### config.mk
export PLATFORM = sky130hd
export DESIGN_NAME = thresholding_pe_regroup
export DESIGN_NICKNAME = d
export VERILOG_FILES = /design/src/rtl/thresholding_pkg.sv /design/src/rtl/thresholding_pe_regroup.sv
export SDC_FILE = /design/constraint.sdc
export NUM_CORES = 1
export LEC_CHECK = 0
export ABC_CLOCK_PERIOD_IN_PS = 1150
export CAP_MARGIN = 15
export CORE_AREA = 2 2 39 41
export DETAILED_ROUTE_END_ITERATION = 16
export DIE_AREA = 0 0 41 43
export PLACE_DENSITY = 0.68
export SYNTH_ARGS = -nofsm -noshare
export SYNTH_HDL_FRONTEND = slang
export SYNTH_SLANG_ARGS = --single-unit
### constraint.sdc
create_clock -name clk -period 1.15 [get_ports clk]
set_input_delay 0.1725 -clock clk [delete_from_list [all_inputs] [get_ports clk]]
set_output_delay 0.1725 -clock clk [all_outputs]
set_load 0.01 [all_outputs]
### src/rtl/thresholding_pkg.sv
// ---------------------------------------------------------------------------
// thresholding_pkg
//   Definitions shared by the thresholding AXI adapter and the PE regroup
//   stage that sits directly behind it.
//   - mode_e       : how a regroup stage re-folds the element stream
//                    (PASS, SPLIT or GATHER).
//   - pad_bits     : rounds a bit width up to whole bytes, which is how the
//                    AXI-Stream tdata widths are sized.
//   - regroup_mode : picks the mode from the input/output parallelism.
// ---------------------------------------------------------------------------
package thresholding_pkg;

  typedef enum logic [1:0] {
    PASS   = 2'd0,
    SPLIT  = 2'd1,
    GATHER = 2'd2
  } mode_e;

  function automatic int pad_bits(input int width);
    return ((width + 7) / 8) * 8;
  endfunction

  function automatic mode_e regroup_mode(input int pe_in, input int pe_out);
    if (pe_in == pe_out) return PASS;
    if (pe_in > pe_out) return SPLIT;
    return GATHER;
  endfunction

endpackage

### src/rtl/thresholding_pe_regroup.sv
// ---------------------------------------------------------------------------
// thresholding_pe_regroup
//   Re-folds a stream of PE_IN elements per beat into PE_OUT elements per
//   beat without changing element order or values. The mode is fixed at
//   elaboration:
//     PASS   (PE_IN == PE_OUT) : one registered pipeline stage
//     SPLIT  (PE_IN >  PE_OUT) : one input beat -> K output beats
//     GATHER (PE_IN <  PE_OUT) : K input beats  -> one output beat
//   where K = max(PE_IN,PE_OUT) / min(PE_IN,PE_OUT).
//
// Parameters
//   W       element width in bits
//   C       channel count (multiple of both PE_IN and PE_OUT)
//   PE_IN   elements per input beat
//   PE_OUT  elements per output beat
//
// Ports
//   clk            clock, rising edge
//   rst            asynchronous active-high reset
//   s_axis_tready  out  input ready
//   s_axis_tvalid  in   input valid
//   s_axis_tdata   in   element e at [e*W +: W], padding bits ignored
//   m_axis_tready  in   output ready
//   m_axis_tvalid  out  output valid
//   m_axis_tdata   out  element e at [e*W +: W], padding bits driven 0
//
// Handshake: a beat moves on a rising edge where valid && ready. The output
// side never drops valid or changes data while stalled (valid && !ready).
// s_axis_tready is a function of local state and m_axis_tready only, never
// of s_axis_tvalid, and is held low while rst is asserted.
// ---------------------------------------------------------------------------
module thresholding_pe_regroup
  import thresholding_pkg::*;
#(
  parameter int W      = 8,
  parameter int C      = 1,
  parameter int PE_IN  = 1,
  parameter int PE_OUT = 1
) (
  input  logic                            clk,
  input  logic                            rst,
  output logic                            s_axis_tready,
  input  logic                            s_axis_tvalid,
  input  logic [pad_bits(PE_IN*W)-1:0]    s_axis_tdata,
  input  logic                            m_axis_tready,
  output logic                            m_axis_tvalid,
  output logic [pad_bits(PE_OUT*W)-1:0]   m_axis_tdata
);

  localparam int    IBITS = pad_bits(PE_IN * W);
  localparam int    OBITS = pad_bits(PE_OUT * W);
  localparam int    IEW   = PE_IN * W;   // used input bits
  localparam int    OEW   = PE_OUT * W;  // used output bits
  localparam int    K     = (PE_IN > PE_OUT) ? PE_IN / PE_OUT : PE_OUT / PE_IN;
  localparam mode_e MODE  = regroup_mode(PE_IN, PE_OUT);

  // Input padding bits carry no data; fold them into a sink so the whole
  // bus is consumed.
  logic unused_pad;
  assign unused_pad = ^s_axis_tdata[IBITS-1:0];

  if ((C % PE_IN) != 0 || (C % PE_OUT) != 0 ||
      ((PE_IN > PE_OUT) ? (PE_IN % PE_OUT) : (PE_OUT % PE_IN)) != 0) begin : g_bad_params
    $error("thresholding_pe_regroup: C must be a multiple of PE_IN and PE_OUT, and one PE must divide the other");
  end

  if (MODE == PASS) begin : g_pass
    logic             vld_q;
    logic [OBITS-1:0] dat_q;

    assign s_axis_tready = !rst && (!vld_q || m_axis_tready);
    assign m_axis_tvalid = vld_q;
    assign m_axis_tdata  = dat_q;

    always_ff @(posedge clk or posedge rst) begin
      if (rst) begin
        vld_q <= 1'b0;
        dat_q <= '0;
      end else if (s_axis_tready) begin
        vld_q <= s_axis_tvalid;
        // Zero-extension clears the output padding bits.
        if (s_axis_tvalid) dat_q <= OBITS'(s_axis_tdata[IEW-1:0]);
      end
    end

  end else if (MODE == SPLIT) begin : g_split
    localparam int             IW   = $clog2(K);
    localparam logic [IW-1:0]  LAST = IW'(K - 1);

    logic [IEW-1:0] buf_q;
    logic           full_q;
    logic [IW-1:0]  idx_q;
    logic           s_fire;
    logic           m_fire;

    // Accept a new beat when empty, or when the last slice leaves this
    // cycle, so back-to-back input beats produce no output bubble.
    assign s_axis_tready = !rst && (!full_q || (m_axis_tready && idx_q == LAST));
    assign s_fire        = s_axis_tvalid && s_axis_tready;
    assign m_fire        = full_q && m_axis_tready;
    assign m_axis_tvalid = full_q;
    assign m_axis_tdata  = OBITS'(buf_q[idx_q*OEW +: OEW]);

    always_ff @(posedge clk or posedge rst) begin
      if (rst) begin
        buf_q  <= '0;
        full_q <= 1'b0;
        idx_q  <= '0;
      end else begin
        if (m_fire) begin
          if (idx_q == LAST) begin
            idx_q  <= '0;
            full_q <= 1'b0;
          end else begin
            idx_q <= idx_q + IW'(1);
          end
        end
        // A same-cycle reload overrides the wrap above: buffer stays full.
        if (s_fire) begin
          buf_q  <= s_axis_tdata[IEW-1:0];
          full_q <= 1'b1;
          idx_q  <= '0;
        end
      end
    end

  end else begin : g_gather
    localparam int             IW   = $clog2(K);
    localparam int             SW   = (K - 1) * IEW;
    localparam logic [IW-1:0]  LAST = IW'(K - 1);

    logic [SW-1:0]    stg_q;
    logic [IW-1:0]    cnt_q;
    logic [OBITS-1:0] obuf_q;
    logic             ovld_q;
    logic             s_fire;

    // Only the group-completing beat needs the output register to be free;
    // earlier beats of a group go to staging even while the output stalls.
    assign s_axis_tready = !rst && ((cnt_q != LAST) || !ovld_q || m_axis_tready);
    assign s_fire        = s_axis_tvalid && s_axis_tready;
    assign m_axis_tvalid = ovld_q;
    assign m_axis_tdata  = obuf_q;

    always_ff @(posedge clk or posedge rst) begin
      if (rst) begin
        stg_q  <= '0;
        cnt_q  <= '0;
        obuf_q <= '0;
        ovld_q <= 1'b0;
      end else begin
        if (ovld_q && m_axis_tready) ovld_q <= 1'b0;
        if (s_fire) begin
          if (cnt_q == LAST) begin
            // Earliest beat sits in the low slot, newest on top.
            obuf_q <= OBITS'({s_axis_tdata[IEW-1:0], stg_q});
            ovld_q <= 1'b1;
            cnt_q  <= '0;
          end else begin
            stg_q[cnt_q*IEW +: IEW] <= s_axis_tdata[IEW-1:0];
            cnt_q                   <= cnt_q + IW'(1);
          end
        end
      end
    end
  end

endmodule

==> flow_summary_export.csv <==
group,metric,value,unit
finish,multiInputGateArea,180,um2
clocking,holdBufCountCts,0,
sta,fin_crit_sh,109,%
yosys,ys_async_sr_fraction,100,%
floorplanning,dieArea,0.00176,mm2
finish,utilization,49.5,%
yosys,synthDistinctLibCells,9,
worst_setup_path,cp-endpoint,"m_axis_tdata[1]",
yosys,synth-main-ff-cell,"dfrtp_1",
floorplanning,die_x,41,um
sta,finalWorstSetupSlack,-103,ps
drt,ant_nets,0,
finish,layout.nets,66,
floorplanning,initial_utilization,29.8,%
worst_setup_path,crit_fanout,8,
grt,antenna_found_initial,0,
power,powerDensity,1380,mW/mm2
yosys,synth_cells,25,
worst_setup_path,critical_path_class,"reg2reg",
worst_setup_path,crit_required,1280,ps
worst_setup_path,critPathLaunch,"m_axis_tvalid",
worst_setup_path,crit_path_max_incr_delay,380,ps
sta,maxSlewHeadroom,77.4,%
yosys,synth-seq-cells,9,
finish,antenna_cells,0,
worst_setup_path,path_depth,4,
clocking,path_clk_slew,60,ps
finish,drive_gt1_share,35.8,%
floorplanning,die_h,43,um
worst_setup_path,crit_family,"flip-flops",
clocking,htreeDepth,1,
power,p_leak,0.000334,uW
drt,drt-vias-per-instance,4.20,
yosys,synth_edf_count,0,
floorplanning,ios,22,
worst_setup_path,rr_startpoint,"m_axis_tvalid",
yosys,syn-cell-area,413,um2
yosys,syn_area_per_cell,16.5,um2
place,numPortBuffers,21,
place,dp_slack,-404,ps
clocking,numCtsBuffers,3,
drt,top_layer_used,"met4",
sta,fmax,798,MHz
job,maxCapViolations,0,
floorplanning,rows,14,
drt,wl_per_cell,10.8,um
floorplanning,coreArea,0.00138,mm2
clocking,cts_tree,"done",
clocking,cts.repair.resized,14,
place,dpl_cell_area,678,um2
grt,grt_pass1_wl,1300,um
yosys,synth_top_cells_by_count,"9 x dfrtp_1, 8 x mux2_4, 2 x inv_1",
outcome,status,"complete, but fails checks",
worst_setup_path,cpMaxStageDelayCell,"dfrtp_1",
drt,drt-pass1-iter-count,1,
yosys,yosysSeqAreaShare,54.5,%
drt,drt_iter0_drc,0,
power,ir_worst_vdd,629,uV
min_path,hold_class,"in2async",
worst_setup_path,cp-start-kind,"register",
outcome,violations,"setup timing",
worst_setup_path,r2r.worst_path.cells,4,
sta,period_minus_slack,1250,ps
grt,grtUsageTotal,11.2,%
grt,grt_max_degree,10,
clocking,clk_latency,250,ps
sta,tightest_slew,339,ps
worst_setup_path,reg2reg_to,"m_axis_tdata[1]",
drt,vias,290,
clocking,clock_sinks,9,
yosys,synth_top_area_cell,"dfrtp_1",
yosys,synth_top_area_share,54.5,%
place,place.detailed.hpwl,586,um
yosys,syn_nets,37,
drt,wl_met2,351,um
finish,syn_to_final_growth,65.8,%
place,place_congestion,0.704,
drt,met1Wirelength,324,um
drt,dr_wl_met3,52,um
drt,wl,743,um
clocking,cts-root-buf,"clkbuf_4",
sta,fin_setup_tns,-789,ps
grt,grt_pass1_vias,311,
yosys,yosys.cell_count.top_type,"dfrtp_1",
yosys,synth_area_leaders,"dfrtp_1 55%, mux2_4 29%, nor2_8 4.8%",
worst_setup_path,arrival,1390,ps
clocking,post-cts-setup-buffers,0,
sta,rsz0062_at_grt,"true",
finish,postLayoutCellArea,684,um2
sta,finalHoldViolations,0,
sta,setup_viol,8,
worst_setup_path,cp_cell_sequence,"nor2b_4 -> buf_12 -> nor2_8 -> mux2_4",
grt,grt_overflow_total,0,
drt,drc,0,
worst_setup_path,endpoint_kind,"register",
worst_setup_path,path_buf_inv,1,
sta,slew_viol_final,0,
finish,fillers,134,
sta,skew,0.163,ps
finish,seq_area,225,um2
worst_setup_path,r2r_slack,-100,ps
yosys,yosysWarnings,0,
clocking,cts_max_path_buffers,2,
## flip-flops by register name (all words and copies together) (netlist names)
| signal | count |
|---|---|
| m_axis_tdata | 8 |
| m_axis_tvalid | 1 |
## logic make-up after synthesis
kind of cell / Yosys count / synth area share (%)
buffers and inverters: 2 / 1.82
and+or+nand+nor: 5 / 13.3
AOI/OAI and AO/OA: 1 / 1.21
muxes: 8 / 29.1
DFF: 9 / 54.5
## area by class of cell
cell class | count | share of cell area (%)
Timing Repair Buffer | 24 | 32.9
Multi-Input combinational cell | 14 | 26.3
Inverter | 2 | 1.10
Clock buffer | 4 | 3.84
Sequential cell | 9 | 32.9
Tap cell | 16 | 2.93
## metrics by stage
stage	hold slack, ps	cells	total power [uW]
2_1_floorplan	0.418	25	565
3_3_place_gp	492	65	766
3_5_place_dp	496	65	768
4_1_cts	374	69	962
5_1_grt	429	69	1000
6_report	367	69	943
## tightest hold or removal path: cells and delay by family
family / cells / cell delay (ps)
buffers and inverters: 3 / 850
## worst min path at each step
stage                         start               to  slack [ps]  cells past startpoint
floorplan                       rst  m_axis_tdata[0]         0.4                      1
global placement    m_axis_tdata[4]  m_axis_tdata[4]         490                      1
detailed placement  m_axis_tdata[3]  m_axis_tdata[3]         500                      1
CTS                             rst  m_axis_tdata[3]         370                      3
global route                    rst  m_axis_tdata[1]         430                      3
finish                          rst  m_axis_tdata[1]         370                      3
## per-layer routing
metal  vias to the layer above  global-route usage, %
met5                         -                      0
met1                       137                   14.0
met3                         2                   3.14
met2                        11                   15.6
li1                        140                      -
met4                         0                   8.00
## power by group
group	internal, uW	leakage [uW]	switching [uW]
combinational	198	0.000214	105
clock	133	0.0000150	100
sequential	377	0.000105	29.4
total	708	0.000334	235
## layout by cell type, fill, tap and decap left out
cell type	netlist	final
buf_12	0	1
inv_1	2	2
buf_2	0	2
nand2_1	1	1
nor2b_4	1	1
nor2_8	1	1
o21ai_0	1	1
buf_4	0	2
clkdlybuf4s50_1	0	11
dfrtp_1	9	9
clkbuf_4	0	3
nand2b_4	1	1
clkbuf_1	0	1
dlygate4sd2_1	0	8
mux2_4	8	8
nor2_1	1	1
(Power assumes the default switching activity.)
